===== config.mk =====
export PLATFORM = sky130hd
export DESIGN_NAME = sevenseg_bcd_ctrl
export DESIGN_NICKNAME = d
export VERILOG_FILES = /design/src/rtl/sevenseg_pkg.sv /design/src/rtl/sevenseg_bcd_ctrl_bin2bcd.sv /design/src/rtl/sevenseg_bcd_ctrl.sv
export SDC_FILE = /design/constraint.sdc
export NUM_CORES = 1
export LEC_CHECK = 0
export ABC_AREA = 0
export BUFFER_PORTS_ARGS = -buffer_cell sky130_fd_sc_hd__buf_2
export CAP_MARGIN = 10
export CORE_MARGIN = 2
export CORE_UTILIZATION = 40
export CTS_BUF_LIST = sky130_fd_sc_hd__clkbuf_8 sky130_fd_sc_hd__clkbuf_16
export DETAILED_ROUTE_END_ITERATION = 10
export PLACE_DENSITY = 0.69
export SYNTH_ARGS = -nofsm -noshare
export SYNTH_HDL_FRONTEND = slang
export SYNTH_SLANG_ARGS = --single-unit

===== constraint.sdc =====
create_clock -name clk_i -period 2.33 [get_ports clk_i]
set_clock_uncertainty 0.2 [all_clocks]
set_input_delay 0.466 -clock clk_i [delete_from_list [all_inputs] [get_ports clk_i]]
set_output_delay 0.466 -clock clk_i [all_outputs]
set_load 0.01 [all_outputs]

===== src/rtl/sevenseg_pkg.sv =====
// Shared register map, field indices and converter types for the seven-segment BCD controller.
package sevenseg_pkg;

  localparam int unsigned MAX_DEC_DEFAULT   = 9999;
  localparam int unsigned CONV_BITS_DEFAULT = 14;
  localparam int unsigned BCD_W             = 16;
  localparam int unsigned NIBBLES           = 4;

  localparam logic [1:0] REG_VALUE  = 2'd0;
  localparam logic [1:0] REG_CTRL   = 2'd1;
  localparam logic [1:0] REG_STATUS = 2'd2;

  localparam int unsigned CTRL_DEC_BIT    = 0;
  localparam int unsigned STATUS_BUSY_BIT = 0;
  localparam int unsigned STATUS_SAT_BIT  = 1;

  typedef enum logic [1:0] {
    IDLE   = 2'd0,
    SHIFT  = 2'd1,
    COMMIT = 2'd2
  } conv_state_e;

  // Double-dabble correction: every nibble >= 5 gets +3 before the shift.
  function automatic logic [BCD_W-1:0] bcd_adjust(input logic [BCD_W-1:0] bcd);
    logic [BCD_W-1:0] r;
    r = bcd;
    for (int i = 0; i < int'(NIBBLES); i++) begin
      if (bcd[i*4 +: 4] >= 4'd5) begin
        r[i*4 +: 4] = bcd[i*4 +: 4] + 4'd3;
      end
    end
    return r;
  endfunction

endpackage


===== src/rtl/sevenseg_bcd_ctrl_bin2bcd.sv =====
// Iterative binary-to-BCD converter: one double-dabble step per cycle, restartable and abortable.
module bin2bcd_iter
  import sevenseg_pkg::*;
#(
  parameter int unsigned CONV_BITS = CONV_BITS_DEFAULT
) (
  input  logic                 clk_i,
  input  logic                 rst_i,
  input  logic                 start,
  input  logic                 abort,
  input  logic [CONV_BITS-1:0] operand,
  output logic                 busy,
  output logic                 done,
  output logic [BCD_W-1:0]     bcd
);

  localparam int unsigned SR_W  = BCD_W + CONV_BITS;
  localparam int unsigned CNT_W = $clog2(CONV_BITS + 1);

  conv_state_e      state_q, state_d;
  logic [SR_W-1:0]  sr_q, sr_d;
  logic [SR_W-1:0]  sr_adj;
  logic [CNT_W-1:0] cnt_q, cnt_d;
  logic             busy_q, busy_d;
  logic             done_q, done_d;
  logic             last_iter;

  assign last_iter = (cnt_q == CNT_W'(CONV_BITS - 1));

  always_ff @(posedge clk_i) begin
    if (rst_i) begin
      state_q <= IDLE;
    end else begin
      state_q <= state_d;
    end
  end

  // A start always reloads, even mid-conversion or in the commit cycle.
  always_comb begin
    state_d = state_q;
    if (start) begin
      state_d = SHIFT;
    end else if (abort) begin
      state_d = IDLE;
    end else begin
      case (state_q)
        IDLE:    state_d = IDLE;
        SHIFT:   state_d = last_iter ? COMMIT : SHIFT;
        COMMIT:  state_d = IDLE;
        default: state_d = IDLE;
      endcase
    end
  end

  always_comb begin
    sr_d   = sr_q;
    cnt_d  = cnt_q;
    sr_adj = {bcd_adjust(sr_q[SR_W-1 -: BCD_W]), sr_q[CONV_BITS-1:0]};
    if (start) begin
      sr_d  = {BCD_W'(0), operand};
      cnt_d = '0;
    end else if (!abort && state_q == SHIFT) begin
      sr_d  = {sr_adj[SR_W-2:0], 1'b0};
      cnt_d = cnt_q + CNT_W'(1);
    end
    busy_d = (state_d != IDLE);
    done_d = (state_d == COMMIT);
  end

  always_ff @(posedge clk_i) begin
    if (rst_i) begin
      sr_q   <= '0;
      cnt_q  <= '0;
      busy_q <= 1'b0;
      done_q <= 1'b0;
    end else begin
      sr_q   <= sr_d;
      cnt_q  <= cnt_d;
      busy_q <= busy_d;
      done_q <= done_d;
    end
  end

  assign busy = busy_q;
  assign done = done_q;
  assign bcd  = sr_q[SR_W-1 -: BCD_W];

endmodule


===== src/rtl/sevenseg_bcd_ctrl.sv =====
// Wishbone slave holding VALUE/CTRL/STATUS and driving the scanner nibble word, raw or via BCD conversion.
module sevenseg_bcd_ctrl
  import sevenseg_pkg::*;
#(
  parameter int unsigned MAX_DEC   = MAX_DEC_DEFAULT,
  parameter int unsigned CONV_BITS = CONV_BITS_DEFAULT
) (
  input  logic        clk_i,
  input  logic        rst_i,
  input  logic        wb_cyc_i,
  input  logic        wb_stb_i,
  input  logic        wb_we_i,
  input  logic [31:0] wb_adr_i,
  input  logic [3:0]  wb_sel_i,
  input  logic [31:0] wb_dat_i,
  output logic [31:0] wb_dat_o,
  output logic        wb_ack_o,
  output logic [15:0] disp_o
);

  logic                 req_c, wr_c, rd_c, commit_c, over_c;
  logic                 start_c, abort_c;
  logic [1:0]           reg_sel;
  logic [15:0]          value_q, value_d;
  logic                 dec_q, dec_d;
  logic                 sat_q;
  logic [15:0]          disp_q;
  logic                 ack_q;
  logic [31:0]          dat_q, rdata_c;
  logic [CONV_BITS-1:0] operand_c;
  logic                 conv_busy, conv_done;
  logic [BCD_W-1:0]     conv_bcd;
  logic                 unused_c;

  assign unused_c = ^{wb_adr_i[31:4], wb_adr_i[1:0], wb_sel_i[3:2], wb_dat_i[31:16]};

  // The ack flop itself blocks a held request from being acked twice in a row.
  assign req_c    = wb_cyc_i & wb_stb_i & ~ack_q;
  assign wr_c     = req_c & wb_we_i;
  assign rd_c     = req_c & ~wb_we_i;
  assign reg_sel  = wb_adr_i[3:2];
  assign commit_c = wr_c & ((reg_sel == REG_VALUE) | (reg_sel == REG_CTRL));

  always_comb begin
    value_d = value_q;
    dec_d   = dec_q;
    if (wr_c && reg_sel == REG_VALUE) begin
      if (wb_sel_i[0]) value_d[7:0]  = wb_dat_i[7:0];
      if (wb_sel_i[1]) value_d[15:8] = wb_dat_i[15:8];
    end
    if (wr_c && reg_sel == REG_CTRL && wb_sel_i[0]) begin
      dec_d = wb_dat_i[CTRL_DEC_BIT];
    end
  end

  // Commit decisions use the post-write register contents.
  assign over_c    = (32'(value_d) > MAX_DEC);
  assign operand_c = over_c ? CONV_BITS'(MAX_DEC) : value_d[CONV_BITS-1:0];
  assign start_c   = commit_c & dec_d;
  assign abort_c   = commit_c & ~dec_d;

  always_comb begin
    rdata_c = '0;
    case (reg_sel)
      REG_VALUE:  rdata_c[15:0] = value_q;
      REG_CTRL:   rdata_c[CTRL_DEC_BIT] = dec_q;
      REG_STATUS: begin
        rdata_c[STATUS_BUSY_BIT] = conv_busy;
        rdata_c[STATUS_SAT_BIT]  = sat_q;
      end
      default:    rdata_c = '0;
    endcase
  end

  bin2bcd_iter #(
    .CONV_BITS (CONV_BITS)
  ) u_bin2bcd (
    .clk_i   (clk_i),
    .rst_i   (rst_i),
    .start   (start_c),
    .abort   (abort_c),
    .operand (operand_c),
    .busy    (conv_busy),
    .done    (conv_done),
    .bcd     (conv_bcd)
  );

  // A commit event outranks a conversion finishing in the same cycle.
  always_ff @(posedge clk_i) begin
    if (rst_i) begin
      ack_q   <= 1'b0;
      dat_q   <= '0;
      value_q <= '0;
      dec_q   <= 1'b0;
      sat_q   <= 1'b0;
      disp_q  <= '0;
    end else begin
      ack_q   <= req_c;
      dat_q   <= rd_c ? rdata_c : '0;
      value_q <= value_d;
      dec_q   <= dec_d;
      if (commit_c) begin
        sat_q <= dec_d & over_c;
        if (!dec_d) disp_q <= value_d;
      end else if (conv_done) begin
        disp_q <= conv_bcd;
      end
    end
  end

  assign wb_ack_o = ack_q;
  assign wb_dat_o = dat_q;
  assign disp_o   = disp_q;

endmodule


==> results of run 1 <==
where the power goes:
group          switching [mW]  internal, mW
Sequential            0.00372          1.53
Combinational          0.0959        0.0559
Clock                   0.576         0.615
Total                   0.676          2.20
worst max-delay path: stages (launching register included):
cell and delay, ns:
dfxtp_1 0.33, or4_1 0.53, a31o_1 0.22, a311oi_2 0.26
a31oi_2 0.14, o32ai_1 0.32
per-layer routing:
layer  vias up  global-route usage  part of all wire
li1       1669                   -                 -
met1      1507               0.216              0.48
met2        73               0.259              0.45
met3        10              0.0545             0.054
met4         0              0.0598             0.011
met5         -                   0                 0
registers in the layout, indices dropped and copies added, names as in the netlist:
| signal | flops |
|---|---|
| u_bin2bcd.sr_q | 30 |
| disp_o | 16 |
| value_q | 16 |
| wb_dat_o | 16 |
| u_bin2bcd.cnt_q | 4 |
| u_bin2bcd.state_q | 2 |
| dec_q | 1 |
| sat_q | 1 |
| u_bin2bcd.busy | 1 |
| u_bin2bcd.done | 1 |
| wb_ack_o | 1 |
worst paths after layout:
| check | endpoint | depth (start not counted) | start |
|---|---|---|---|
| min | value_q[14] | 3 | wb_dat_i[14] |
| max | u_bin2bcd.sr_q[11] | 5 | value_q[7] |
| min reg2reg | wb_dat_o[3] | 1 | value_q[3] |
| max reg2reg | u_bin2bcd.sr_q[11] | 5 | value_q[7] |
through the flow:
step                setup WS [ns]   util  area (um^2)
floorplan                   0.233      -         4070
global placement           0.0723  0.464         4540
detailed placement        0.00860  0.464         4540
CTS                         0.230  0.487         4760
global route                0.114  0.487         4760
finish                      0.233  0.487         4760
final cells by class:
| cell class | instances | area [um^2] |
|---|---|---|
| Tap cell | 133 | 166 |
| Multi-Input combinational cell | 318 | 2010 |
| Sequential cell | 89 | 1780 |
| Fill cell | 952 | 5010 |
| Clock buffer | 9 | 124 |
| Inverter | 11 | 41.3 |
| Clock inverter | 7 | 103 |
| Timing Repair Buffer | 85 | 533 |
kinds of logic after synthesis:
logic type / count (synthesis) / share of synthesized area
AO/OA/AOI/OAI: 103 / 0.179
XOR/XNOR: 7 / 0.0153
adder cells (fa/ha/maj): 10 / 0.0311
buffers and inverters: 51 / 0.0713
flip-flops: 89 / 0.443
multiplexers: 26 / 0.0657
other: 1 / 0.000933
AND/OR/NAND/NOR: 156 / 0.193
cells in the final DEF (no fill, tap or decap), types with 8 or more instances in the layout:
master     n
buf_2     57
nand3_1    9
dfxtp_1   89
nor3_1     8
nor2_1    63
clkbuf_8   9
buf_4     25
a22o_1    15
a21oi_1   37
ha_1      10
o21ai_0    8
conb_1    16
and2_1    14
mux2i_1   25
inv_1     11
nand2_1   24
nand2b_1   9
==> reports/qor.csv, run 1 <==
metric;value;unit
dp_hpwl;6440;um
gp_congestion;0.845;
final_nets;597;
diodes;0;
setup_violations;0;
period_minus_slack;2.10;ns
synth_common_cells;89 x dfxtp_1, 63 x nor2_1, 37 x a21oi_1, 25 x mux2i_1, 24 x nand2_1;
crit_required;2.39;ns
hold_path_class;input pin to register;
clock_tree.buffer_depth;2;
grt_max_degree;36;
cts.sinks;89;
rows;36;
p_total;2.87;mW
final-hold-violation-count;0;
rrSetupSlack;0.23;ns
drive_gt1_frac;0.225;
routed_wl;8710;um
finalCritPeriodShare;0.900;
ys_seq_area_frac;0.443;
max-cap-violations;0;
critical_path_peak_fanout;6;
first_global_vias;3097;
ant_nets;0;
die_x;104;um
finalMaxSlewViolations;0;
grt_pass1_wl;14600;um
syn-cell-area;4020;um^2
ir_drop;0.000247;V
die_y;104;um
yosysMostFrequentCell;dfxtp_1;
io_pins;122;
cts-htree-levels;3;
start_kind;register;
synth_area_leaders;dfxtp_1 44%, mux2i_1 6.2%, nor2_1 5.9%;
area_delta_synth_final;18.5;%
clk_latency;0.36;ns
clock-root-buffer;clkbuf_8;
status;completed;
synth_ff_type;dfxtp_1;
synth_edf_count;0;
max_freq;477;MHz
ys_types;57;
tns;0;ns
yosysTopAreaCellShare;0.443;
synth_top_cell_by_area;dfxtp_1;
start_util;0.411;
grt_usage;0.166;
crit_path_end_kind;register;
routedWlPerCell;13.4;um
syn_inst;443;
drt-initial-drc-count;184;
hold-worst-slack;0.178;ns
post-cts-setup-buffers;0;
core;9770;um^2
antenna_found_initial;0;
portBuffers;57;
critPathKind;register to register;
holdBufCountCts;0;
layout.cells.non_filler;652;
rsz0062_at_grt;false;
powerDensity;603;nW/um^2
grt-ovfl-total;0;
numPlacedInstances;636;
static-leakage-power;2.00;nW
clkTransAtPathRegs;0.09;ns
synthArstFlopShare;0;
firstDrtPassIters;5;
cts_resized;0;
yosys_warnings;0;
dieArea;10900;um^2
cp_data_arrival_time;2.16;ns
syn_avg_cell_area;9.07;um^2
cts_tree;yes;
synth_seq_cells;89;
cts_buffers;9;
via_count;3259;
drc;0;
via_per_inst;5.00;
Power figures use the tool's default switching activity.
==> run 2, diff against run 1 <==
CELL_PAD_IN_SITES_DETAIL_PLACEMENT = 0   (was unset)
CELL_PAD_IN_SITES_GLOBAL_PLACEMENT = 1   (was unset)
CORE_UTILIZATION = 38   (was 40)
PLACE_DENSITY = 0.84   (was 0.69)
==> run 2 against run 1 <==
Compared with the run above:
- via count rose by 0.86%
- count of clock-buffer cells in the layout did not move
- first-iteration DRC count fell by 8.2%
- combinational power barely moved
- cell count did not move
- maximum frequency fell by 2.6%
- global-route usage fell by 0.16 points
- routed wire length rose by 3.9%
- register-to-register slack got worse by 0.06 ns
- sequential cell count did not move
- setup slack got worse by 0.056 ns
- die area rose by 5.1%
- critical path type unchanged
- largest cell class unchanged
- highest routed layer unchanged
==> reports/qor.csv, run 2 (synthesis results as in run 1) <==
metric;value;unit;change
status;completed;;unchanged
ant_nets;0;;unchanged
post-cts-setup-buffers;0;;unchanged
mostFrequentLayoutCells;89 x dfxtp_1, 63 x nor2_1, 57 x buf_2;;unchanged
p_int;2.07;mW;was 2.20 mW
wl_met1;4100;um;was 4210 um
cts_buffers;9;;unchanged
gp_congestion;0.815;;was 0.845
finalCritPeriodShare;0.924;;was 0.900
clkTransAtPathRegs;0.09;ns;about the same
fill_cells;1025;;was 952
rsz0062_at_grt;false;;unchanged
via_count;3287;;was 3259
crit_end;disp_o[2];;was u_bin2bcd.sr_q[11]
rr_worst_depth;6;;was 5
wl_met3;566;um;was 471 um
area_delta_synth_final;16.7;%;was 18.5%
final_common_cell;dfxtp_1;;unchanged
clock_tree.buffer_depth;2;;unchanged
cp_cell_sequence;and3b_1 > and3_1 > buf_4 > mux2i_1 > a21oi_1 > a22o_1;;was or4_1 > a31o_1 > a311oi_2 > a31oi_2 > o32ai_1
rrSetupSlack;0.18;ns;was 0.23 ns
via_per_inst;5.04;;was 5.00
routed-wl-met2;4150;um;was 3940 um
final_nets;594;;was 597
rows;37;;was 36
grt_usage;0.165;;was 0.166
firstDrtPassIters;4;;was 5
final-hold-violation-count;0;;unchanged
finalMaxSlewViolations;0;;unchanged
power.net_switching;674;uW;was 676 uW
p_seq_frac;0.557;;was 0.532
grt-ovfl-total;0;;unchanged
tns;0;ns;unchanged
p_total;2.75;mW;was 2.87 mW
rr_endpoint;disp_o[2];;was u_bin2bcd.sr_q[11]
drive_gt1_frac;0.219;;was 0.225
static-leakage-power;1.96;nW;was 2.00 nW
largest_reg_flops;30;;unchanged
dp_hpwl;6720;um;was 6440 um
core;10300;um^2;was 9770 um^2
die_x;107;um;was 104 um
cpPeakStageDelay;0.43;ns;was 0.53 ns
ir_drop;0.000253;V;was 0.000247 V
routedWlPerCell;13.9;um;was 13.4 um
max-cap-violations;0;;unchanged
utilization;0.456;;was 0.487
crit_required;2.40;ns;was 2.39 ns
setup_violations;0;;unchanged
drc;0;;unchanged
antenna_found_initial;0;;unchanged
clk_latency;0.38;ns;was 0.36 ns
numPlacedInstances;636;;unchanged
start_kind;register;;unchanged
first_global_vias;3188;;was 3097
largest_register;u_bin2bcd.sr_q;;unchanged
routed_wl;9050;um;was 8710 um
dieArea;11400;um^2;was 10900 um^2
portBuffers;57;;unchanged
powerDensity;586;nW/um^2;was 603 nW/um^2
highest_layer;met4;;unchanged
cts_resized;0;;unchanged
drt-initial-drc-count;169;;was 184
grt_max_degree;36;;unchanged
cts_tree;yes;;unchanged
critPathKind;register to register;;unchanged
crit_path_start;wb_ack_o;;was value_q[7]
holdBufCountCts;0;;unchanged
cp_data_arrival_time;2.23;ns;was 2.16 ns
crit_path_end_kind;register;;unchanged
die_y;107;um;was 104 um
layout.cells.non_filler;652;;unchanged
cts.sinks;89;;unchanged
critical_path_peak_fanout;5;;was 6
diodes;0;;unchanged
clock-root-buffer;clkbuf_8;;unchanged
max_freq;465;MHz;was 477 MHz
period_minus_slack;2.15;ns;was 2.10 ns
power_frac_comb;0.055;;was 0.053
cts-htree-levels;3;;unchanged
p_sw_frac;0.245;;was 0.235
hold_path_class;input pin to register;;unchanged
grt_pass1_wl;14800;um;was 14600 um
io_pins;122;;unchanged
clock_power_share;0.389;;was 0.415
start_util;0.391;;was 0.411
crit_slowest_cell;mux2i_1;;was or4_1
rr_startpoint;wb_ack_o;;was value_q[7]
run 2: through the flow:
step	area (um^2)	worst slack, ns	hold slack [ns]
finish	4690	0.177	0.168
global route	4690	0.0738	0.175
CTS	4690	0.191	0.164
detailed placement	4490	-0.00132	0.245
global placement	4490	0.0517	0.235
floorplan	4070	0.233	0.229
run 2: layout make-up:
cell class	count	area [um^2]	area share
clock buffers	9	124	0.0264
flip-flops and latches	89	1780	0.380
repair buffers	82	485	0.104
well taps	136	170	0.0363
multi-input cells	318	2010	0.430
clock inverters	7	71.3	0.0152
inverters	11	41.3	0.00881
run 2: critical path: cells and delay by family, from the launching register on:
kind / cells / cell delay (ns)
AO/OA/AOI/OAI: 2 / 0.35
buffers and inverters: 1 / 0.16
flip-flops: 1 / 0.32
multiplexers: 1 / 0.43
AND/OR/NAND/NOR: 2 / 0.60
run 2: how the worst min path moves through the flow:
stage,start,to,cells past startpoint
2_1_floorplan,value_q[2],wb_dat_o[2],1
3_3_place_gp,value_q[2],wb_dat_o[2],1
3_5_place_dp,value_q[3],wb_dat_o[3],1
4_1_cts,wb_dat_i[0],dec_q,3
5_1_grt,wb_dat_i[0],dec_q,3
6_report,wb_dat_i[0],dec_q,3
run 2: routing by layer:
layer	track usage	up-vias
met5	0	-
met2	0.273	86
met3	0.0426	14
li1	-	1663
met1	0.195	1524
met4	0.0881	0
run 2: power groups by stage:
stage          Combinational [mW]  Sequential [mW]  Clock (mW)
2_1_floorplan               0.111             1.56           0
3_3_place_gp                0.147             1.56           0
3_5_place_dp                0.149             1.56           0
4_1_cts                     0.149             1.53        1.08
5_1_grt                     0.165             1.53        1.14
6_report                    0.150             1.53        1.07
